==> config.mk <==
export PLATFORM = sky130hd
export DESIGN_NAME = serial_add_ctrl
export DESIGN_NICKNAME = d
export VERILOG_FILES = /design/src/rtl/serial_add_ctrl.sv
export SDC_FILE = /design/constraint.sdc
export NUM_CORES = 1
export LEC_CHECK = 0
export CAP_MARGIN = 20
export CORE_MARGIN = 5
export CORE_UTILIZATION = 45
export CTS_CLUSTER_DIAMETER = 40
export DETAILED_ROUTE_END_ITERATION = 16
export GPL_ROUTABILITY_DRIVEN = 0
export PLACE_DENSITY = 0.69
export SETUP_SLACK_MARGIN = 0.5
export SLEW_MARGIN = 20
export SYNTH_ARGS = -nofsm -noshare
export SYNTH_HDL_FRONTEND = slang
export SYNTH_SLANG_ARGS = --single-unit
==> constraint.sdc <==
create_clock -name clk -period 1.5 [get_ports clk]
set_input_delay 0.375 -clock clk [delete_from_list [all_inputs] [get_ports clk]]
set_output_delay 0.375 -clock clk [all_outputs]
set_load 0.02 [all_outputs]
==> src/rtl/serial_add_ctrl.sv <==
// -----------------------------------------------------------------------------
// serial_add_ctrl
//   Bit-serial WIDTH-bit adder sequencer. A full-adder slice is built from two
//   half_adder cells plus an OR. The operands are latched and stepped through
//   the slice LSB-first, one bit per clock. The carry is held in a flop between
//   bits. The sum and carry-out are returned over a valid/ready handshake.
//
//   Optional feature macro: SERIAL_ADD_SUB_EN
//     When defined, the sub port exists. With sub=1 the block computes op_a - op_b
//     by inverting B into the slice and presetting the carry flop to 1.
//
//   Parameters
//     WIDTH      operand/result width, 2..32
//
//   Ports
//     clk        rising-edge clock
//     rst_n      asynchronous active-low reset
//     in_valid   operands valid          in_ready  block can accept operands
//     op_a/op_b  operands                sub       subtract select (macro only)
//     out_valid  result/cout valid       out_ready consumer accepts result
//     result     sum/difference bits     cout      carry-out of the MSB
//     busy       high whenever the sequencer is not idle
// -----------------------------------------------------------------------------

module half_adder (
  input  logic a,
  input  logic b,
  output logic sum,
  output logic carry
);
  assign sum   = a ^ b;
  assign carry = a & b;
endmodule

module serial_add_ctrl #(
  parameter int WIDTH = 8
) (
  input  logic             clk,
  input  logic             rst_n,
  input  logic             in_valid,
  output logic             in_ready,
  input  logic [WIDTH-1:0] op_a,
  input  logic [WIDTH-1:0] op_b,
`ifdef SERIAL_ADD_SUB_EN
  input  logic             sub,
`endif
  output logic             out_valid,
  input  logic             out_ready,
  output logic [WIDTH-1:0] result,
  output logic             cout,
  output logic             busy
);

  localparam int CNT_W = (WIDTH > 1) ? $clog2(WIDTH) : 1;
  localparam logic [CNT_W-1:0] CNT_LAST = CNT_W'(WIDTH - 1);

  typedef enum logic [1:0] {
    IDLE = 2'd0,
    RUN  = 2'd1,
    DONE = 2'd2
  } state_t;

  state_t           state_reg;
  logic [WIDTH-1:0] a_reg;
  logic [WIDTH-1:0] b_reg;
  logic [WIDTH-1:0] result_reg;
  logic [CNT_W-1:0] cnt_reg;
  logic             carry_reg;
  logic             cout_reg;
  logic             in_ready_reg;
  logic             out_valid_reg;
  logic             busy_reg;

  // Bit of B presented to the slice (inverted when subtracting).
  logic b_bit;
`ifdef SERIAL_ADD_SUB_EN
  logic sub_reg;
  assign b_bit = b_reg[0] ^ sub_reg;
`else
  assign b_bit = b_reg[0];
`endif

  // Full-adder slice: two half adders, the carries ORed together.
  logic ha0_sum;
  logic ha0_carry;
  logic sum_bit;
  logic ha1_carry;
  logic carry_next;

  half_adder u_ha0 (
    .a     (a_reg[0]),
    .b     (b_bit),
    .sum   (ha0_sum),
    .carry (ha0_carry)
  );

  half_adder u_ha1 (
    .a     (ha0_sum),
    .b     (carry_reg),
    .sum   (sum_bit),
    .carry (ha1_carry)
  );

  assign carry_next = ha0_carry | ha1_carry;

  always_ff @(posedge clk or negedge rst_n) begin
    if (!rst_n) begin
      state_reg     <= IDLE;
      a_reg         <= '0;
      b_reg         <= '0;
      result_reg    <= '0;
      cnt_reg       <= '0;
      carry_reg     <= 1'b0;
      cout_reg      <= 1'b0;
      in_ready_reg  <= 1'b1;
      out_valid_reg <= 1'b0;
      busy_reg      <= 1'b0;
`ifdef SERIAL_ADD_SUB_EN
      sub_reg       <= 1'b0;
`endif
    end else begin
      case (state_reg)
        IDLE: begin
          if (in_valid) begin
            a_reg        <= op_a;
            b_reg        <= op_b;
            cnt_reg      <= '0;
`ifdef SERIAL_ADD_SUB_EN
            sub_reg      <= sub;
            // Two's-complement subtract: A + ~B + 1, the +1 enters as carry-in.
            carry_reg    <= sub;
`else
            carry_reg    <= 1'b0;
`endif
            in_ready_reg <= 1'b0;
            busy_reg     <= 1'b1;
            state_reg    <= RUN;
          end
        end

        RUN: begin
          a_reg      <= a_reg >> 1;
          b_reg      <= b_reg >> 1;
          carry_reg  <= carry_next;
          // Sum bits enter from the MSB side so bit 0 lands in place after WIDTH steps.
          result_reg <= {sum_bit, result_reg[WIDTH-1:1]};
          cnt_reg    <= cnt_reg + CNT_W'(1);
          if (cnt_reg == CNT_LAST) begin
            cout_reg      <= carry_next;
            out_valid_reg <= 1'b1;
            state_reg     <= DONE;
          end
        end

        DONE: begin
          if (out_ready) begin
            out_valid_reg <= 1'b0;
            in_ready_reg  <= 1'b1;
            busy_reg      <= 1'b0;
            state_reg     <= IDLE;
          end
        end

        default: begin
          out_valid_reg <= 1'b0;
          in_ready_reg  <= 1'b1;
          busy_reg      <= 1'b0;
          state_reg     <= IDLE;
        end
      endcase
    end
  end

  assign in_ready  = in_ready_reg;
  assign out_valid = out_valid_reg;
  assign busy      = busy_reg;
  assign result    = result_reg;
  assign cout      = cout_reg;

endmodule

Word level (Yosys, flattened, before mapping). Cells that the tools add are included.

Muxes and demuxes: 19. $lt $le $gt $ge: 0. Divide/modulo/power cells: 0. Reductions and logical operators: 7. Multipliers: 0. $add $sub $neg: 1. Bitwise gates (word level): 7. Eq/ne operators: 6. Shift-type cells: 0.

Operators with widths (number): case mux 8 bit (2 select lines) (2); two-way mux 8 bit (2); case mux 1 bit (3 select lines) (3); AND reduction 3 bit (3); two-way mux 2 bit (3); inequality test 2 bit, second input constant (3); case mux 2 bit (3 select lines) (1); case mux 3 bit (2 select lines) (1); two-way mux 1 bit (5); AND reduction 2 bit (2); adder 3 x 1 -> 3 bit, second input constant (1); == test 3 bit, second input constant (1); two-way mux 3 bit (1); bitwise AND 1 bit (2); == test 2 x 1 -> 1 bit, second input constant (1); == test 2 bit, second input constant (1); logical NOT 2 bit (1); inverter 1 bit (2); case mux 1 bit (2 select lines) (1); nonzero test 2 bit (1); XOR 1 bit (2); OR 1 bit (1).

Memory bits (read-only): 0. Bits in registers: 34. Bits in latches: 0. Memories: 0. Word-level logic and storage cells: 50. Input port bits: 20. Memory bits (writable): 0.

Depth between registers and ports, before layout. Gate-level depths: netlist of the first run.

Word-level depth: 4. Mapped depth: 6.

Cells and area by module. Synthesis of the first run repeated with hierarchy kept, for this count alone.

Cell total of the unflattened synthesis: 143. Area, all modules: 1496.4 um2.

By module, submodules not included: serial_add_ctrl (area an instance 1471.4 um2, instances 1, cells an instance 141); half_adder (area an instance 12.5 um2, instances 2, cells an instance 1).

Worst setup path before layout of the first run. Ideal clock, no wire load.

Path type: flip-flop to flip-flop. Start point: register cnt_reg[0]. End point: register cout_reg (netlist: cout). Clock period less this slack: 1.262 ns. Data required time: 1.372 ns. Setup time: 0.128 ns. Buffers on the path: 0. Setup slack: 0.238 ns. Cell stages (with the launch flop): 5. Data arrival time: 1.134 ns. Cell sequence: dfrtp_1 -> ha_1 -> ha_1 -> nand2_1 -> mux2_1.

Word-level cells in the longest chain between the ends: 2.

Ends and longest elaborated chain: start: declaration (line 67) `logic [CNT_W-1:0] cnt_reg;`; start signal: assignment (line 147) `cnt_reg <= cnt_reg + CNT_W'(1);`; == test 3 bit (line 148) `if (cnt_reg == CNT_LAST) begin`; AND reduction 2 bit (no source line); end signal: assignment (line 149) `cout_reg <= carry_next;`; end: declaration (line 69) `logic cout_reg;`.

No other way between the ends. A chain may end at the register's enable or synchronous reset.

Worst setup path in the final report of the first run.
Start point: register in_ready_reg (netlist: in_ready). End point: output port in_ready.

RTL lines: start: declaration (line 70) `logic in_ready_reg;`; start signal: assignment (line 115) `in_ready_reg <= 1'b1;`; start signal: assignment (line 135) `in_ready_reg <= 1'b0;`; start signal: assignment (line 158) `in_ready_reg <= 1'b1;`; end: declaration (line 41) `output logic in_ready,`.

No word-level cell between the ends.

==> key figures, run 1 <==
Layout
  – Synthesis-to-layout area growth: 72.2%
  – Final net count: around 250
  – Fill cells: approximately 220
  – Share of cells above drive strength 1: 0.556
  – Commonest non-fill, non-tap cells in the layout: dfrtp_1 (32), buf_4 (31), buf_6 (24)
  – Final Instance Area: approximately 2700 um2
  – Most common cell after layout, fill and taps aside: dfrtp_1
  – Final core occ: 0.801
  – Antenna diodes: 0

STA
  – Final Cycle Share: 0.930
  – Final Hold Fails: 0
  – RSZ-0062 raised after global routing: true
  – Slew headroom: 0.874
  – Worst hold margin: ~380 ps
  – Max Slew Vio Count: 0
  – Maximum clock frequency: around 0.72 GHz
  – Finish-stage setup viols: 0
  – Setup TNS: 0 ps
  – Post-route minimum period: ~1400 ps
  – Clock skew: approximately 13 ps
  – Worst slew pin tran: approximately 190 ps

CTS
  – Skew-Pair Late Insertion Delay: between 300 and 400 ps
  – Cts hold-fix bufs: 0
  – TritonCTS clock tree: built
  – CTS root buffer: clkbuf_4
  – Clock Pin Slew Worst Setup and Hold Paths: about 110 ps
  – H-Tree Level Count: 2
  – Cts bufs inserted: 5
  – Clk buf depth: 2
  – CTS Sinks: 34

Worst setup path
  – Crit path max fanout: 2
  – CP endpoint kind: output pin
  – Data arrival, critical path: roughly 1000 ps
  – CP cell instances: buf_6
  – CP Data Required Time: between 1000 and 1500 ps
  – CP Class: reg -> out
  – Worst-path cell with the longest stage delay: dfstp_2
  – CP max stage delay: approximately 560 ps
  – R2r worst-path depth: 5
  – R2R Setup Slk: around 220 ps
  – Reg2reg start: state_reg[1]
  – Crit Reg-Reg Endpoint: a_reg[2]
  – Buf/Inv on CP: 1
  – CP startpoint kind: register
  – Crit path max-delay family: flip-flops
  – Cell depth of the worst setup path: 1

Die
  – I/O pin count: 32
  – Die ar.: roughly 4800 um2
  – Die Y: a little under 70 um
  – # rows: 21
  – Die W: 69.0 um
  – Initial core utilization: 0.465
  – Core box area: about 3400 um2

Placement
  – DP Area: roughly 2100 um2
  – DP HPWL: around 2500 um
  – # port buffers: 31

Yosys
  – Area share of the largest cell type after synthesis: 0.528
  – Ys async rst share: 1.00
  – Cell count after synthesis: 144
  – Post-synth net total: approximately 170
  – Synthesis-stage register bit count: 34
  – Main synth FF type: dfrtp_1
  – Post-synthesis sequential area ratio: 0.545
  – Syn Std Cell Area: roughly 1600 um2
  – Count of cell types in the netlist: 25
  – Ranking of synthesized cells by area: dfrtp_1 (53%), nand2_1 (7.7%), nand3b_1 (4.3%)
  – Post-synthesis average cell area: ~11 um2
  – Post-synth EDFFs: 0
  – Yosys warns: 0
  – Synth area leader: dfrtp_1

Route
  – DRT iter0 DRCs: 71
  – WL/cell: about 18 um
  – Total number of vias: roughly 1500
  – Pre-Repair DR Iteration Count: 4
  – Via/cell ratio: around 5.4
  – Final ANT Viol Nets: 0
  – DRC viols: 0
  – Routed wire length: around 4700 um

Global routing
  – First-pass GRT wire length: 7330 um
  – Pin count of the biggest net entering global routing: 35
  – Antenna violations before repair: 0
  – Gr usage total: 0.218
  – Vias in the first global route: between 1000 and 1500
  – Congestion Overflow GR: 0

Pwr
  – Power density cells: about 2100 nW/um2
  – Leakage Power: approximately 1.2 nW
  – Peak VDD IR: ~0.96 mV
  – Final total power: 5.56 mW

Outcome
  – Status: finished clean

Hold path
  – Min-Delay Path Class: in -> async

Run
  – Max_cap viols: 0
## worst register-to-register path, delay by kind of cell (launching register included)
kind	cells	cell delay, ps
AO/OA/AOI/OAI	2	430
flip-flops	1	430
buffers and inverters	2	290
AND/OR/NAND/NOR	1	40
## synth_stat cells (3+ instances only)
library cell / n
nand2_1: 32
nand3b_1: 9
nand2b_1: 3
dfrtp_1: 33
nor3_1: 6
buf_6: 4
buf_2: 4
a22o_1: 3
a21oi_1: 3
a211oi_2: 5
o221a_1: 5
o21ai_0: 5
o221a_2: 4
nor2_1: 13
## how the worst max path moves through the flow
stage | startpoint | endpoint | slack [ps]
floorplan | cnt_reg[0] | cout | 310
global placement | in_valid | b_reg[4] | -50
detailed placement | in_valid | a_reg[5] | -70
CTS | in_ready | in_ready | 120
global route | in_ready | in_ready | 80
finish | in_ready | in_ready | 100
## stage by stage
stage               worst slack, ps  std cells
floorplan                       313        144
global placement              -53.8        223
detailed placement            -70.0        223
CTS                             120        260
global route                   75.2        269
finish                          104        269
## per-layer routing
| metal | track usage | vias up | routed length [um] |
|---|---|---|---|
| met5 | 0 | - | 0 |
| met4 | 0.105 | 0 | 174 |
| met3 | 0.0519 | 17 | 204 |
| met2 | 0.348 | 52 | 2410 |
| met1 | 0.278 | 726 | 1960 |
| li1 | - | 664 | - |
## cell families (layout without fill, tap and decap cells)
family          after synthesis  in the layout  synth area share
fa+ha+maj                     3              3            0.0288
flops                        34             34             0.545
compound gates               29             29             0.169
buf+inv                      10             87            0.0512
mux                           1              1           0.00720
simple gates                 67             69             0.199
## final cells by class
type                       instances  area, um2  area share
clock inverter                     2       10.0     0.00372
timing repair buffer              80        827       0.307
tap                               46       57.6      0.0214
multi-input combinational        102        907       0.337
clock buffer                       5       37.5      0.0139
sequential                        34        853       0.317
## timing repair
item                       CTS  global route
gates cloned                 5             0
resized for setup          109            13
pin swaps                   22            12
setup buffers               25             9
setup endpoints to repair   46            46
## report_power, final
| part | switching, mW | leakage, nW | internal [mW] | total, mW |
|---|---|---|---|---|
| registers | 0.383 | 0.402 | 1.35 | 1.74 |
| clock network | 0.320 | 0.0308 | 0.168 | 0.489 |
| logic | 1.45 | 0.755 | 1.88 | 3.34 |
| total | 2.15 | 1.19 | 3.41 | 5.56 |
No activity file was read; power rests on OpenSTA's default activity.
==> inputs of run 2 (changes only) <==
Clock period 1.5 ns to 1.8 ns, I/O delays scaled along.
==> key figures, run 2 (synthesized netlist as in run 1, its figures left out) <==
Outcome
  – Status: finished clean

Worst setup path
  – CP Class: reg -> out
  – CP cell instances: buf_6
  – CP startpoint kind: register
  – Data arrival, critical path: around 1000 ps
  – Worst-path cell with the longest stage delay: dfstp_2
  – CP endpoint kind: output pin
  – CP Data Required Time: roughly 1400 ps
  – CP max stage delay: between 500 and 600 ps
  – Crit path max-delay family: flip-flops
  – Crit path max fanout: 2
  – Buf/Inv on CP: 1

Global routing
  – Pin count of the biggest net entering global routing: 35
  – Antenna violations before repair: 0
  – Congestion Overflow GR: 0
  – Vias in the first global route: 1345
  – Gr usage total: 0.176
  – First-pass GRT wire length: 6070 um

Pwr
  – Clock network fraction of total power: 0.118
  – Comb pwr share: 0.512
  – Switching pwr: 1.39 mW
  – Leakage Power: 1.02 nW
  – Power density cells: 1670 nW/um2
  – Peak VDD IR: between 0.8 and 0.9 mV
  – Power share of the sequential group: 0.369
  – Int Pwr: 2.37 mW
  – Switching Fraction: 0.369

Route
  – WL/cell: between 10 and 15 um
  – DRC viols: 0
  – Routed wire length: between 3000 and 4000 um
  – Final ANT Viol Nets: 0
  – Total number of vias: 1263
  – Via/cell ratio: around 5
  – Pre-Repair DR Iteration Count: 5
  – DRT iter0 DRCs: 52

CTS
  – Cts bufs inserted: 5
  – TritonCTS clock tree: built
  – Clk buf depth: 2
  – Clock Pin Slew Worst Setup and Hold Paths: around 100 ps
  – Skew-Pair Late Insertion Delay: roughly 340 ps
  – CTS root buffer: clkbuf_4
  – CTS Sinks: 34
  – H-Tree Level Count: 2

Hold path
  – Min-Delay Path Class: in -> async

Placement
  – # port buffers: 31
  – DP HPWL: between 2000 and 2500 um
  – DP Worst Slack: around 140 ps
  – Cell Count Post-Placement: 217

Die
  – Die Y: 69.0 um
  – # rows: 21
  – Initial core utilization: 0.465
  – Core box area: ~3400 um2
  – I/O pin count: 32
  – Die ar.: 4750 um2
  – Die W: between 60 and 70 um

STA
  – Clock skew: around 9.1 ps
  – Worst hold margin: roughly 460 ps
  – Post-route minimum period: approximately 1500 ps
  – RSZ-0062 raised after global routing: true
  – Slew headroom: 0.745
  – Final Cycle Share: 0.813
  – Final Hold Fails: 0
  – Max Slew Vio Count: 0
  – Worst slew pin tran: roughly 380 ps
  – Maximum clock frequency: between 0.6 and 0.7 GHz
  – Setup TNS: 0 ps
  – Final WS setup: about 340 ps
  – Finish-stage setup viols: 0

Layout
  – Final net count: roughly 230
  – Share of cells above drive strength 1: 0.379
  – Final Instance Count excl. Fillers: 249
  – Antenna diodes: 0
  – Commonest non-fill, non-tap cells in the layout: nand2_1 (31), dfrtp_1 (31), buf_4 (26)
  – Final core occ: 0.672
  – Synthesis-to-layout area growth: 44.4%

Run
  – Max_cap viols: 0
-- run 2: cell type report --
class	instances	area, um2
multi-input cells	101	712
flip-flops and latches	34	855
repair buffers	60	574
clock buffers	7	55.1
clock inverters	1	5.00
well taps	46	57.6
fillers	287	1100
-- run 2: per-stage QoR --
stage	instance area [um2]	power, mW
2_1_floorplan	1560	2.42
3_3_place_gp	1910	2.83
3_5_place_dp	1910	2.89
4_1_cts	2140	3.63
5_1_grt	2260	4.03
6_report	2260	3.76
-- run 2: worst paths after layout --
check | end | slack (ps) | from | cells after the start
hold / removal | b_reg[6] | 460 | rst_n | 2
setup reg to reg | cout | 540 | cnt_reg[0] | 4
min in group clk | cnt_reg[2] | 530 | cnt_reg[2] | 1
hold reg to reg | cnt_reg[2] | 530 | cnt_reg[2] | 1
setup / recovery | in_ready | 340 | in_ready | 1
max in group asynchronous | in_ready | 1090 | rst_n | 2
-- run 2: power groups by stage --
stage	combinational (mW)	clock (mW)	sequential [mW]
after floorplan	0.959	0	1.46
after global placement	1.45	0	1.38
after detailed placement	1.49	0	1.40
after CTS	1.80	0.454	1.38
after global routing	2.12	0.487	1.43
final	1.93	0.446	1.39
-- run 2: layer usage --
layer	vias to the layer above	track usage	routed length [um]	part of all wire
met5	-	0	0	0
met4	0	0.0681	85	0.023
met3	9	0.0600	177	0.048
met2	29	0.275	1740	0.47
met1	609	0.223	1700	0.46
li1	616	-	-	-
-- run 2: what timing repair did --
| action | CTS | global route |
|---|---|---|
| pin swaps | 1 | 1 |
| setup endpoints to repair | 37 | 44 |
| gates resized for setup | 83 | 15 |
| hold buffers | 0 | 0 |
| setup buffers | 15 | 8 |
| endpoints found under the hold margin | 0 | 0 |
| gates cloned | 1 | 0 |
==> inputs of run 3 (changes only) <==
Settings changed: PLACE_DENSITY 0.69 to 0.72.
Clock period 1.8 ns to 1.3 ns, I/O delays scaled along.
==> key figures, run 3 (synthesized netlist as in run 1, its figures left out) <==
Die
  – Initial core utilization: 0.465
  – I/O pin count: 32
  – Die ar.: roughly 4800 um2
  – # rows: 21
  – Die Y: between 60 and 70 um
  – Die W: roughly 69 um
  – Core box area: around 3400 um2

STA
  – Final Hold Fails: 0
  – Post-route minimum period: approximately 1400 ps
  – Final WS setup: -61.6 ps
  – Final Cycle Share: 1.05
  – Clock skew: about 15 ps
  – Maximum clock frequency: roughly 0.73 GHz
  – Slew headroom: 0.866
  – Worst hold margin: around 330 ps
  – Worst slew pin tran: ~200 ps
  – Finish-stage setup viols: 2
  – Max Slew Vio Count: 0
  – RSZ-0062 raised after global routing: true

Placement
  – # port buffers: 31
  – DP HPWL: between 2000 and 3000 um
  – Cell Count Post-Placement: between 200 and 250

Global routing
  – Antenna violations before repair: 0
  – Global route hottest layer: met2
  – Met2 GRT Util: 0.373
  – Gr usage total: 0.208
  – Met1 Use GR: 0.257
  – Pin count of the biggest net entering global routing: 35
  – Vias in the first global route: about 1500
  – Met3 Usage GRT: 0.0486
  – First-pass GRT wire length: around 7200 um
  – Congestion Overflow GR: 0

Layout
  – Fill cells: 200
  – Final core occ: 0.825
  – Final Instance Count excl. Fillers: between 200 and 300
  – Synthesis-to-layout area growth: 77.4%
  – Most common cell after layout, fill and taps aside: dfrtp_1
  – Antenna diodes: 0
  – Final net count: 247
  – Share of cells above drive strength 1: 0.587
  – Commonest non-fill, non-tap cells in the layout: dfrtp_1 (31), buf_4 (29), buf_6 (26)

Worst setup path
  – CP endpoint kind: output pin
  – Buf/Inv on CP: 1
  – Crit path max-delay family: flip-flops
  – CP Data Required Time: roughly 980 ps
  – CP Class: reg -> out
  – CP max stage delay: ~560 ps
  – CP cell instances: buf_6
  – Worst-path cell with the longest stage delay: dfstp_2
  – CP startpoint kind: register
  – Crit path max fanout: 2
  – Data arrival, critical path: 1040 ps

Pwr
  – Peak VDD IR: approximately 1.6 mV
  – Power density cells: between 2000 and 2500 nW/um2
  – Leakage Power: 1.22 nW
  – Final total power: between 6 and 7 mW

CTS
  – CTS root buffer: clkbuf_4
  – H-Tree Level Count: 2
  – Cts bufs inserted: 5
  – TritonCTS clock tree: built
  – Clk buf depth: 2
  – CTS Sinks: 34
  – Skew-Pair Late Insertion Delay: between 300 and 400 ps
  – Clock Pin Slew Worst Setup and Hold Paths: around 110 ps
  – Cts hold-fix bufs: 0

Route
  – WL/cell: 17.8 um
  – Final ANT Viol Nets: 0
  – DRT iter0 DRCs: 49
  – Routed wire length: approximately 4800 um
  – DRC viols: 0
  – Pre-Repair DR Iteration Count: 4
  – Via/cell ratio: approximately 5.4
  – Total number of vias: about 1500

Run
  – Max_cap viols: 0

Outcome
  – Status: complete, but fails checks
  – Failing checks: negative setup slack

Hold path
  – Min-Delay Path Class: in -> async
## run 3: cell count changes in the layout (fill, tap and decap cells not counted), sizes merged
cell and change:
buf +19, clkbuf +3, clkinv -1, dlygate4sd2 +1, dlymetal6s2s -1, nand2b +1
nor2 +1, o21ba -1
## run 3: what timing repair did
item                       4_1_cts  5_1_grt
gates cloned                     4        1
pin swaps                       33       22
buffers inserted                19        7
gates resized for setup        117       14
setup endpoints to repair       46       46
## run 3: layout make-up
cell class | count | area, um2 | area share
tap | 46 | 57.6 | 0.0207
sequential | 34 | 855 | 0.308
multi-input combinational | 102 | 933 | 0.336
timing repair buffer | 81 | 850 | 0.306
clock buffer | 8 | 78.8 | 0.0284
## run 3: through the flow
step / TNS (ps) / cell area, um2 / worst slack, ps
after global routing: -146 / 2770 / -81.0
after CTS: -31.4 / 2650 / -31.4
after detailed placement: -3940 / 2200 / -238
final: -62.2 / 2770 / -61.6
after floorplan: 0 / 1750 / 113
after global placement: -3380 / 2200 / -201
## run 3: worst paths after layout
path | startpoint | endpoint | slack, ps | depth (start not counted)
max in group asynchronous | rst_n | in_ready | 740 | 2
setup reg to reg | state_reg[1] | cout | 0 | 3
min in group clk | op_a[7] | a_reg[7] | 520 | 3
setup / recovery | in_ready | in_ready | -60 | 1
hold reg to reg | a_reg[7] | a_reg[7] | 540 | 2
hold / removal | rst_n | b_reg[3] | 330 | 2
## run 3: per-layer routing
metal  vias to the layer above  wire (um)
met5                         -          0
met4                         0        117
met3                        14        243
met2                        47       2570
met1                       736       1890
li1                        664          -
## run 3: power by group
part | internal, mW | switching, mW | total, mW
combinational | 2.32 | 1.76 | 4.08
sequential | 1.56 | 0.436 | 2.00
clock | 0.369 | 0.378 | 0.748
